## src/rtl/flip_manager_pkg.sv

```systemverilog
// rtl/flip_manager_pkg.sv - shared types and helpers for the flip commit receiver
// Contents:
//   state_e    receiver FSM state (IDLE / WRITE / DONE)
//   cnt_width  bit width needed to hold a saturating count of 0..max_val
package flip_manager_pkg;

    typedef enum logic [1:0] {
        ST_IDLE  = 2'd0,
        ST_WRITE = 2'd1,
        ST_DONE  = 2'd2
    } state_e;

    function automatic int cnt_width(input int max_val);
        return (max_val < 1) ? 1 : $clog2(max_val + 1);
    endfunction

endpackage

```

## src/rtl/flip_stall_counter.sv

```systemverilog
// rtl/flip_stall_counter.sv - saturating counter with clear, increment and limit-hit flag
// Ports:
//   clk_i, rst_ni  clock, asynchronous active-low reset
//   clr_i          synchronous clear (wins over inc_i)
//   inc_i          increment request
//   cnt_o          current count (saturates at all ones)
//   hit_o          this increment brings the count to LIMIT (combinational)
module flip_stall_counter #(
    parameter int W     = 4,
    parameter int LIMIT = 1
) (
    input  logic         clk_i,
    input  logic         rst_ni,
    input  logic         clr_i,
    input  logic         inc_i,
    output logic [W-1:0] cnt_o,
    output logic         hit_o
);

    logic [W-1:0] cnt_q, cnt_d;
    logic [W:0]   cnt_inc;

    // One extra bit so the compare against LIMIT cannot alias on wrap.
    assign cnt_inc = {1'b0, cnt_q} + {{W{1'b0}}, 1'b1};
    assign hit_o   = inc_i && !clr_i && (cnt_inc == (W+1)'(LIMIT));
    assign cnt_o   = cnt_q;

    always_comb begin
        cnt_d = cnt_q;
        if (clr_i) begin
            cnt_d = '0;
        end else if (inc_i && !(&cnt_q)) begin
            cnt_d = cnt_inc[W-1:0];
        end
    end

    always_ff @(posedge clk_i or negedge rst_ni) begin
        if (!rst_ni) begin
            cnt_q <= '0;
        end else begin
            cnt_q <= cnt_d;
        end
    end

endmodule

```

## src/rtl/flip_commit_receiver.sv

```systemverilog
// rtl/flip_commit_receiver.sv - commits or rejects spin candidates, writes back, detects convergence
// Optional build macro LAGD_FLIP_STATS_EN adds commit_cnt_o, reject_cnt_o, stall_max_o.
// Ports:
//   clk_i, rst_ni              clock, asynchronous active-low reset
//   en_i, flush_i              acceptance enable, synchronous clear (committed spin kept)
//   init_valid_i, init_spin_i  load initial spin state (IDLE/DONE only)
//   spin_valid_i, spin_i, spin_push_none_i, spin_ready_o   candidate channel
//   wr_valid_o, wr_spin_o, wr_ready_i                      write-back channel
//   committed_spin_o, converged_o, budget_done_o, iter_cnt_o status
module flip_commit_receiver
    import flip_manager_pkg::*;
#(
    parameter int NUM_SPIN    = 256,
    parameter int STALL_LIMIT = 4,
    parameter int MAX_ITER    = 1024,
    parameter int CNT_W       = cnt_width(MAX_ITER)
) (
    input  logic                clk_i,
    input  logic                rst_ni,
    input  logic                en_i,
    input  logic                flush_i,
    input  logic                init_valid_i,
    input  logic [NUM_SPIN-1:0] init_spin_i,
    input  logic                spin_valid_i,
    input  logic [NUM_SPIN-1:0] spin_i,
    input  logic                spin_push_none_i,
    output logic                spin_ready_o,
    output logic                wr_valid_o,
    output logic [NUM_SPIN-1:0] wr_spin_o,
    input  logic                wr_ready_i,
    output logic [NUM_SPIN-1:0] committed_spin_o,
    output logic                converged_o,
    output logic                budget_done_o,
`ifdef LAGD_FLIP_STATS_EN
    output logic [CNT_W-1:0]    commit_cnt_o,
    output logic [CNT_W-1:0]    reject_cnt_o,
    output logic [CNT_W-1:0]    stall_max_o,
`endif
    output logic [CNT_W-1:0]    iter_cnt_o
);

    localparam int STALL_W = cnt_width(STALL_LIMIT);

    state_e              state_q, state_d;
    logic [NUM_SPIN-1:0] committed_q, committed_d;
    logic [NUM_SPIN-1:0] wr_spin_q, wr_spin_d;
    logic                wr_valid_q, wr_valid_d;
    logic                conv_q, conv_d;
    logic                budget_q, budget_d;

    logic init_go, accept, commit_go, reject_go, cnt_clr;
    logic iter_hit, stall_hit;
    logic [STALL_W-1:0] unused_stall_cnt;

    // init_valid_i is ignored mid-write and always loses to flush_i.
    assign init_go   = init_valid_i && !flush_i && (state_q != ST_WRITE);
    // Gated by rst_ni so ready stays low while reset is held.
    assign spin_ready_o = rst_ni && en_i && (state_q == ST_IDLE) && !init_valid_i;
    assign accept    = spin_valid_i && spin_ready_o && !flush_i;
    assign commit_go = accept && !spin_push_none_i;
    assign reject_go = accept && spin_push_none_i;
    assign cnt_clr   = flush_i || init_go;

    flip_stall_counter #(.W(CNT_W), .LIMIT(MAX_ITER)) u_iter_cnt (
        .clk_i  (clk_i),
        .rst_ni (rst_ni),
        .clr_i  (cnt_clr),
        .inc_i  (accept),
        .cnt_o  (iter_cnt_o),
        .hit_o  (iter_hit)
    );

    // A commit breaks the reject run.
    flip_stall_counter #(.W(STALL_W), .LIMIT(STALL_LIMIT)) u_stall_cnt (
        .clk_i  (clk_i),
        .rst_ni (rst_ni),
        .clr_i  (cnt_clr || commit_go),
        .inc_i  (reject_go),
        .cnt_o  (unused_stall_cnt),
        .hit_o  (stall_hit)
    );

    always_comb begin
        state_d     = state_q;
        committed_d = committed_q;
        wr_spin_d   = wr_spin_q;
        wr_valid_d  = wr_valid_q;
        conv_d      = conv_q;
        budget_d    = budget_q;
        if (flush_i) begin
            state_d    = ST_IDLE;
            wr_valid_d = 1'b0;
            conv_d     = 1'b0;
            budget_d   = 1'b0;
        end else if (init_go) begin
            state_d     = ST_IDLE;
            committed_d = init_spin_i;
            conv_d      = 1'b0;
            budget_d    = 1'b0;
        end else begin
            case (state_q)
                ST_IDLE: begin
                    if (commit_go) begin
                        committed_d = spin_i;
                        wr_spin_d   = spin_i;
                        wr_valid_d  = 1'b1;
                        state_d     = ST_WRITE;
                        if (iter_hit) budget_d = 1'b1;
                    end else if (reject_go) begin
                        if (stall_hit) conv_d = 1'b1;
                        if (iter_hit) budget_d = 1'b1;
                        if (stall_hit || iter_hit) state_d = ST_DONE;
                    end
                end
                ST_WRITE: begin
                    // A budget-ending commit only retires once its write lands.
                    if (wr_ready_i) begin
                        wr_valid_d = 1'b0;
                        state_d    = budget_q ? ST_DONE : ST_IDLE;
                    end
                end
                ST_DONE: begin
                end
                default: begin
                    state_d    = ST_IDLE;
                    wr_valid_d = 1'b0;
                end
            endcase
        end
    end

    always_ff @(posedge clk_i or negedge rst_ni) begin
        if (!rst_ni) begin
            state_q     <= ST_IDLE;
            committed_q <= '0;
            wr_spin_q   <= '0;
            wr_valid_q  <= 1'b0;
            conv_q      <= 1'b0;
            budget_q    <= 1'b0;
        end else begin
            state_q     <= state_d;
            committed_q <= committed_d;
            wr_spin_q   <= wr_spin_d;
            wr_valid_q  <= wr_valid_d;
            conv_q      <= conv_d;
            budget_q    <= budget_d;
        end
    end

    assign committed_spin_o = committed_q;
    assign wr_spin_o        = wr_spin_q;
    assign wr_valid_o       = wr_valid_q;
    assign converged_o      = conv_q;
    assign budget_done_o    = budget_q;

`ifdef LAGD_FLIP_STATS_EN
    localparam int CNT_MAX = (1 << CNT_W) - 1;

    logic             unused_commit_hit, unused_reject_hit, unused_run_hit;
    logic [CNT_W-1:0] run_cnt, run_next;
    logic [CNT_W-1:0] stall_max_q, stall_max_d;

    flip_stall_counter #(.W(CNT_W), .LIMIT(CNT_MAX)) u_commit_cnt (
        .clk_i  (clk_i),
        .rst_ni (rst_ni),
        .clr_i  (cnt_clr),
        .inc_i  (commit_go),
        .cnt_o  (commit_cnt_o),
        .hit_o  (unused_commit_hit)
    );

    flip_stall_counter #(.W(CNT_W), .LIMIT(CNT_MAX)) u_reject_cnt (
        .clk_i  (clk_i),
        .rst_ni (rst_ni),
        .clr_i  (cnt_clr),
        .inc_i  (reject_go),
        .cnt_o  (reject_cnt_o),
        .hit_o  (unused_reject_hit)
    );

    // Full-width copy of the reject run so the maximum is not limited to STALL_W.
    flip_stall_counter #(.W(CNT_W), .LIMIT(CNT_MAX)) u_run_cnt (
        .clk_i  (clk_i),
        .rst_ni (rst_ni),
        .clr_i  (cnt_clr || commit_go),
        .inc_i  (reject_go),
        .cnt_o  (run_cnt),
        .hit_o  (unused_run_hit)
    );

    assign run_next = (&run_cnt) ? run_cnt : run_cnt + {{(CNT_W-1){1'b0}}, 1'b1};

    always_comb begin
        stall_max_d = stall_max_q;
        if (cnt_clr) begin
            stall_max_d = '0;
        end else if (reject_go && (run_next > stall_max_q)) begin
            stall_max_d = run_next;
        end
    end

    always_ff @(posedge clk_i or negedge rst_ni) begin
        if (!rst_ni) begin
            stall_max_q <= '0;
        end else begin
            stall_max_q <= stall_max_d;
        end
    end

    assign stall_max_o = stall_max_q;
`endif

endmodule
```

## config.mk

```make
export PLATFORM = sky130hd
export DESIGN_NAME = flip_commit_receiver
export DESIGN_NICKNAME = d
export VERILOG_FILES = /design/src/rtl/flip_manager_pkg.sv /design/src/rtl/flip_stall_counter.sv /design/src/rtl/flip_commit_receiver.sv
export SDC_FILE = /design/constraint.sdc
export NUM_CORES = 1
export LEC_CHECK = 0
export ABC_AREA = 1
export CAP_MARGIN = 40
export CORE_AREA = 2 2 408 410
export DETAILED_ROUTE_END_ITERATION = 8
export DIE_AREA = 0 0 410 412
export GPL_ROUTABILITY_DRIVEN = 1
export GPL_TIMING_DRIVEN = 0
export PLACE_DENSITY = 0.43
export SLEW_MARGIN = 10
export SYNTH_ARGS = -nofsm -noshare
export SYNTH_HDL_FRONTEND = slang
export SYNTH_SLANG_ARGS = --single-unit
```

## constraint.sdc

```tcl
create_clock -name clk_i -period 1.8 [get_ports clk_i]
set_clock_uncertainty 0.1 [all_clocks]
set_input_delay 0.27 -clock clk_i [delete_from_list [all_inputs] [get_ports clk_i]]
set_output_delay 0.27 -clock clk_i [all_outputs]
set_load 0.005 [all_outputs]
```

## Yosys cells after proc, flatten, opt, wreduce, memory -nomap -nowiden

Cells that the tools add are included.

- Flip-flop bits (word level): 531
- Input port bits: 520

- Add/sub/neg operators: 2
- Equal/unequal tests: 14
- Multiplexer cells: 32
- Bitwise logic cells: 2
- Reduce and logical (&&, ||, !) cells: 42

Operators with widths:

| cell | number |
|---|---|
| 2-to-1 mux 256 bit | 3 |
| 2-to-1 mux 11 bit | 2 |
| 2-to-1 mux 1 bit | 16 |
| AND reduction 4 bit | 4 |
| logical AND 1 bit | 15 |
| 2-to-1 mux 2 bit | 7 |
| adder 11 x 1 -> 12 bit, second input constant | 1 |
| equality test 12 x 11 -> 1 bit, second input constant | 1 |
| inequality test 3 bit, second input constant | 4 |
| AND reduction 11 bit | 1 |
| inequality test 5 x 4 -> 1 bit, second input constant | 2 |
| nonzero test 3 bit | 3 |
| nonzero test 2 bit | 4 |
| logical NOT 1 bit | 7 |
| 2-to-1 mux 3 bit | 2 |
| one-hot mux 2 bit (3 select lines) | 1 |
| AND reduction 3 bit | 2 |
| adder 3 x 1 -> 4 bit, second input constant | 1 |
| equality test 4 x 3 -> 1 bit, second input constant | 1 |
| inequality test 2 bit, second input constant | 2 |
| inequality test 4 bit, second input constant | 1 |
| nonzero test 4 bit | 1 |
| logical OR 1 bit | 3 |
| one-hot mux 1 bit (3 select lines) | 1 |
| 6 further kinds | 7 |

## Logic depth before layout (Yosys ltp)

- Word-level depth: 17
- Mapped depth: 11

## Hierarchy

A second synthesis with hierarchy kept.

- Cell total of the unflattened synthesis: 2130
- Area total of the unflattened synthesis: 22281.4 µm²

By module, submodules not included:

| module | times used | cells each | area an instance (µm²) |
|---|---|---|---|
| flip_commit_receiver | 1 | 1990 | 21338.0 |
| flip_stall_counter at u_iter_cnt | 1 | 113 | 749.5 |
| flip_stall_counter at u_stall_cnt | 1 | 27 | 193.9 |

## Worst setup path after synthesis

No wires, ideal clock.

- Path kind: reg2reg
- From: register state_q[0]
- To: register wr_spin_q[100], in the netlist wr_spin_o[100]
- Library setup time: 0.125 ns
- Arrival: 1.631 ns
- Required time: 1.575 ns
- Slack: -0.056 ns
- Cell stages (with the launch flop): 9
- Buffers on the path: 3
- Period minus slack after synthesis: 1.856 ns
- Cells stage by stage: dfrtp_1 > inv_2 > nand2_2 > nor3_4 > nand3_1 > buf_2 > buf_6 > buf_6 > mux2_4

- Longest elaborated chain between the ends: 7

RTL lines:

| element | RTL line | source |
|---|---|---|
| start: declaration | flip_commit_receiver.sv:44 | `state_e state_q, state_d;` |
| start signal: assignment | flip_commit_receiver.sv:141 | `state_q <= state_d;` |
| logical NOT 2 bit | flip_commit_receiver.sv:58, flip_commit_receiver.sv:101 |  |
| logical AND 1 bit (2 in series) | flip_commit_receiver.sv:58 | `assign spin_ready_o = rst_ni && en_i && (state_q == ST_IDLE) && !init_valid_i;` |
| logical AND 1 bit (2 in series) | flip_commit_receiver.sv:59 | `assign accept = spin_valid_i && spin_ready_o && !flush_i;` |
| logical AND 1 bit | flip_commit_receiver.sv:60 | `assign commit_go = accept && !spin_push_none_i;` |
| AND reduction 4 bit (no source line) (*) | - |  |
| end signal: assignment | flip_commit_receiver.sv:143 | `wr_spin_q <= wr_spin_d;` |
| end: declaration | flip_commit_receiver.sv:46 | `logic [NUM_SPIN-1:0] wr_spin_q, wr_spin_d;` |

Mark *: on every way between the ends. The rest lies on a longest branch, timed or not.
A chain may end at the register's enable or synchronous reset.

## Final worst setup path

- From: register committed_q[99], in the netlist committed_spin_o[99]
- To: output committed_spin_o[99]

RTL lines:

| element | RTL line | source |
|---|---|---|
| start: declaration | flip_commit_receiver.sv:45 | `logic [NUM_SPIN-1:0] committed_q, committed_d;` |
| start signal: assignment | flip_commit_receiver.sv:142 | `committed_q <= committed_d;` |
| end: declaration | flip_commit_receiver.sv:31 | `output logic [NUM_SPIN-1:0] committed_spin_o,` |

No word-level cell between the ends.

==> metrics.md <==
| Metric | Value |
|---|---|
| Outcome | finished with violations |
| Failing checks | setup timing |
| Distinct cell type count after synthesis | 26 |
| CTS clock-pin slew for the worst setup and hold paths | 0.06 ns |
| Critical-path top delay cell | clkdlybuf4s50_1 |
| Final Cycle Share | 112.0% |
| DP Worst Slack | -3.241 ns |
| Flip-flop and latch area | 13310 um2 |
| DRC errors left | 0 |
| Post-synth EDFFs | 0 |
| # setup viols final | approximately 940 |
| Initial antenna violation count | 21 |
| Post-route insts no fill | between 5000 and 6000 |
| Reg2Reg Capture Point | wr_spin_o[144] |
| Die Ht | 412 um |
| Total Routing Usage GR | between 10% and 20% |
| Post-route ant nets | 0 |
| Sink Count | ~530 |
| Routed WL per cell | about 27 um |
| WHS | roughly 0.037 ns |
| Worst path bufs/invs | 1 |
| Part of the Yosys area used for sequential elements | between 50% and 60% |
| Worst-margin pin slew | 0.7745 ns |
| Synthesis-stage register bit count | 531 |
| Min-Delay Path Class | in -> async |
| Share of layout cells above drive strength 1 | about 22% |
| Final nets | a little under 4000 |
| Area leader, netlist | dfrtp_1 |
| Reg-to-reg startpoint | state_q[0] |
| Crit. End Element | output pin |
| Primary FF master, synth | dfrtp_1 |
| Multi-input gate area | ~9000 um2 |
| Routed vias/inst | just under 4 |
| Cells after Synth | between 2000 and 2500 |
| Port Buf Inserts | ~1000 |
| Arrival @ worst endpoint | ~1.7 ns |
| Flop2flop setup slack | -0.22 ns |
| Max-cap viol count | 0 |
| Synthesis-to-finish area growth | 85.20% |
| CTS tree | done |
| Rows | between 100 and 150 |
| Crit path largest cell delay | between 0.5 and 0.6 ns |
| Post-route setup slack | -0.2157 ns |
| Pwr dens | between 1000 and 1500 nW/um2 |
| Placed cells | about 5300 |
| Number of I/O pins | 1047 |
| Worst-path cell chain | clkdlybuf4s50_1 |
| Worst setup SP type | flip-flop |
| Design area | about 42000 um2 |
| Post-Syn Area | between 20000 and 25000 um2 |
| Slew Limit Fails | 0 |
| CP Max Fanout | 2 |
| Initial DRT Pass Iterations | 5 |
| Core Box Area | between 150000 and 200000 um2 |
| RSZ-0062 raised after global routing | yes |
| Worst-skew pair later-pin latency | between 0.6 and 0.7 ns |
| Starting Density | about 14% |
| Vias in the first global route | about 22000 |
| Area of the die | about 170000 um2 |
| Worst VDD drop | around 0.00060 V |
| Placement Cell Area | about 36000 um2 |
| Share of flip-flops with an asynchronous set or reset | 100.0% |
| Syn Nets | approximately 2600 |
| First-pass GRT wire length | ~200 mm |
| Shortest period the worst path allows | 2.016 ns |
| FILL cells | around 17000 |
| Leakage Power | about 0.018 uW |
| Gr ovfl total | 0 |
| CTS HTree Levels | 3 |
| Detail Placement HPWL | between 100 and 150 mm |
| Via count | 21660 |
| Synth top area cells | dfrtp_1 58%, mux2_4 11%, nand2_1 9.1% |
| Critical path data required time | 1.43 ns |
| Final Hold Fails | 0 |
| Share of Yosys cell area claimed by the top area cell type | approximately 58% |
| Setup TNS | -118.45 ns |
| Die Wd | about 410 um |
| CTS Buf Count | 74 |
| Clk root buf | clkbuf_16 |
| Cell depth of the worst flop-to-flop path | 8 |
| Fmax | roughly 0.5 GHz |
| GP Congestion | about 0.9 |
| Top Family by Delay on Critical Path | buffers and inverters |
| Slew HR | between 40% and 50% |
| Synth Warn # | 0 |
| Worst Path Class, Setup | reg -> out |
| Clock buffer depth | 3 |
| Wirelength, routed | 149.5 mm |
| Initial DRC count | around 1300 |
| Syn avg cell area | roughly 11 um2 |
| Pin count of the biggest net entering global routing | 90 |
[worst max-delay path by stage]
stage,from,endpoint,depth (start not counted)
3_3_place_gp,rst_ni,wr_spin_o[36],1
4_1_cts,state_q[0],committed_spin_o[109],12
2_1_floorplan,state_q[0],wr_spin_o[110],8
5_1_grt,state_q[0],committed_spin_o[60],11
3_5_place_dp,rst_ni,committed_spin_o[21],11
6_report,committed_spin_o[99],committed_spin_o[99],1
[sequential cells by signal, summed over array words and instances (netlist names)]
register	cells
committed_spin_o	256
state_q	2
u_iter_cnt.cnt_o	11
wr_valid_o	1
wr_spin_o	256
converged_o	1
u_stall_cnt.cnt_o	3
budget_done_o	1
[what timing repair did]
item	4_1_cts	5_1_grt
hold buffers	19	1
setup endpoints to repair	1058	1011
resized for setup	551	204
setup buffers	48	12
pin swaps	4	5
endpoints found under the hold margin	272	20
gates cloned	32	5
[power by group]
part,internal [uW],switching [uW]
combinational,7190,5120
sequential,14100,1460
clock,8780,6280
total,30100,12900
[cells in the mapped netlist, types with 2 or more instances]
library cell,instances
buf_4,8
mux2_2,81
ha_1,5
buf_2,55
nor2_1,275
nand2_1,554
buf_6,20
a21oi_1,4
xor2_1,3
mux2_4,170
mux2_1,5
nand3_1,28
nor3_1,2
o21ai_0,8
a31oi_1,257
dfrtp_1,531
clkbuf_1,58
nand4_1,3
o22ai_1,2
inv_1,25
[stage by stage]
stage	util, %	power [uW]
after global routing	25.68	44840
after global placement	21.92	26810
after floorplan	-	18510
final	25.69	42910
after detailed placement	22.08	27180
after CTS	25.28	43530
[cells in the final DEF, fill, tap and decap left out, types with 9 or more instances in the layout]
master / synthesis / layout
buf_6: 20 / 38
buf_4: 8 / 18
clkdlybuf4s15_2: 0 / 33
clkbuf_8: 0 / 25
buf_12: 0 / 53
dlygate4sd2_1: 0 / 30
inv_1: 25 / 22
clkbuf_16: 0 / 87
nand3_1: 28 / 26
clkbuf_1: 58 / 18
buf_16: 0 / 26
buf_8: 0 / 27
clkbuf_2: 0 / 15
clkdlybuf4s50_1: 0 / 931
diode_2: 0 / 9
nor2_4: 0 / 15
nand2_1: 554 / 549
dlymetal6s2s_1: 0 / 36
a31oi_1: 257 / 237
dfrtp_1: 531 / 515
nor2_2: 0 / 44
bufbuf_16: 0 / 9
mux2_2: 81 / 81
dfrtp_2: 0 / 16
dlygate4sd3_1: 0 / 14
clkbuf_4: 0 / 18
mux2_4: 170 / 170
buf_2: 55 / 19
a31oi_4: 0 / 16
nor2_1: 275 / 216
[layer usage]
metal  GRT usage [%]  vias to the layer above  part of all wire (%)
met5               0                        -                 0.031
met4           7.518                        8                   4.5
met3           4.886                      202                   7.3
met2           27.59                      897                    47
met1           20.71                    10940                    41
li1                -                     9619                     -
[logic make-up (layout without fill, tap and decap cells)]
| logic type | Yosys count | after routing | synth area share [%] |
|---|---|---|---|
| AND/OR/NAND/NOR | 865 | 865 | 14.53 |
| flip-flops | 531 | 531 | 58.33 |
| AO/OA/AOI/OAI | 273 | 273 | 7.453 |
| multiplexers | 256 | 256 | 15.45 |
| buffers and inverters | 167 | 1454 | 3.844 |
| adder cells (fa/ha/maj) | 5 | 5 | 0.2746 |
| XOR/XNOR | 3 | 3 | 0.1154 |
| other | 0 | 9 | 0 |
[area by class of cell]
type | count | area share (%)
sequential | 531 | 31.54
multi-input combinational | 1402 | 21.73
timing repair buffer | 1159 | 29.86
clock inverter | 24 | 0.7058
antenna | 9 | 0.05338
clock buffer | 106 | 5.006
buffer | 139 | 4.350
inverter | 26 | 0.2610
tap | 2189 | 6.492
Note: power is estimated with default switching activity, not from simulation.
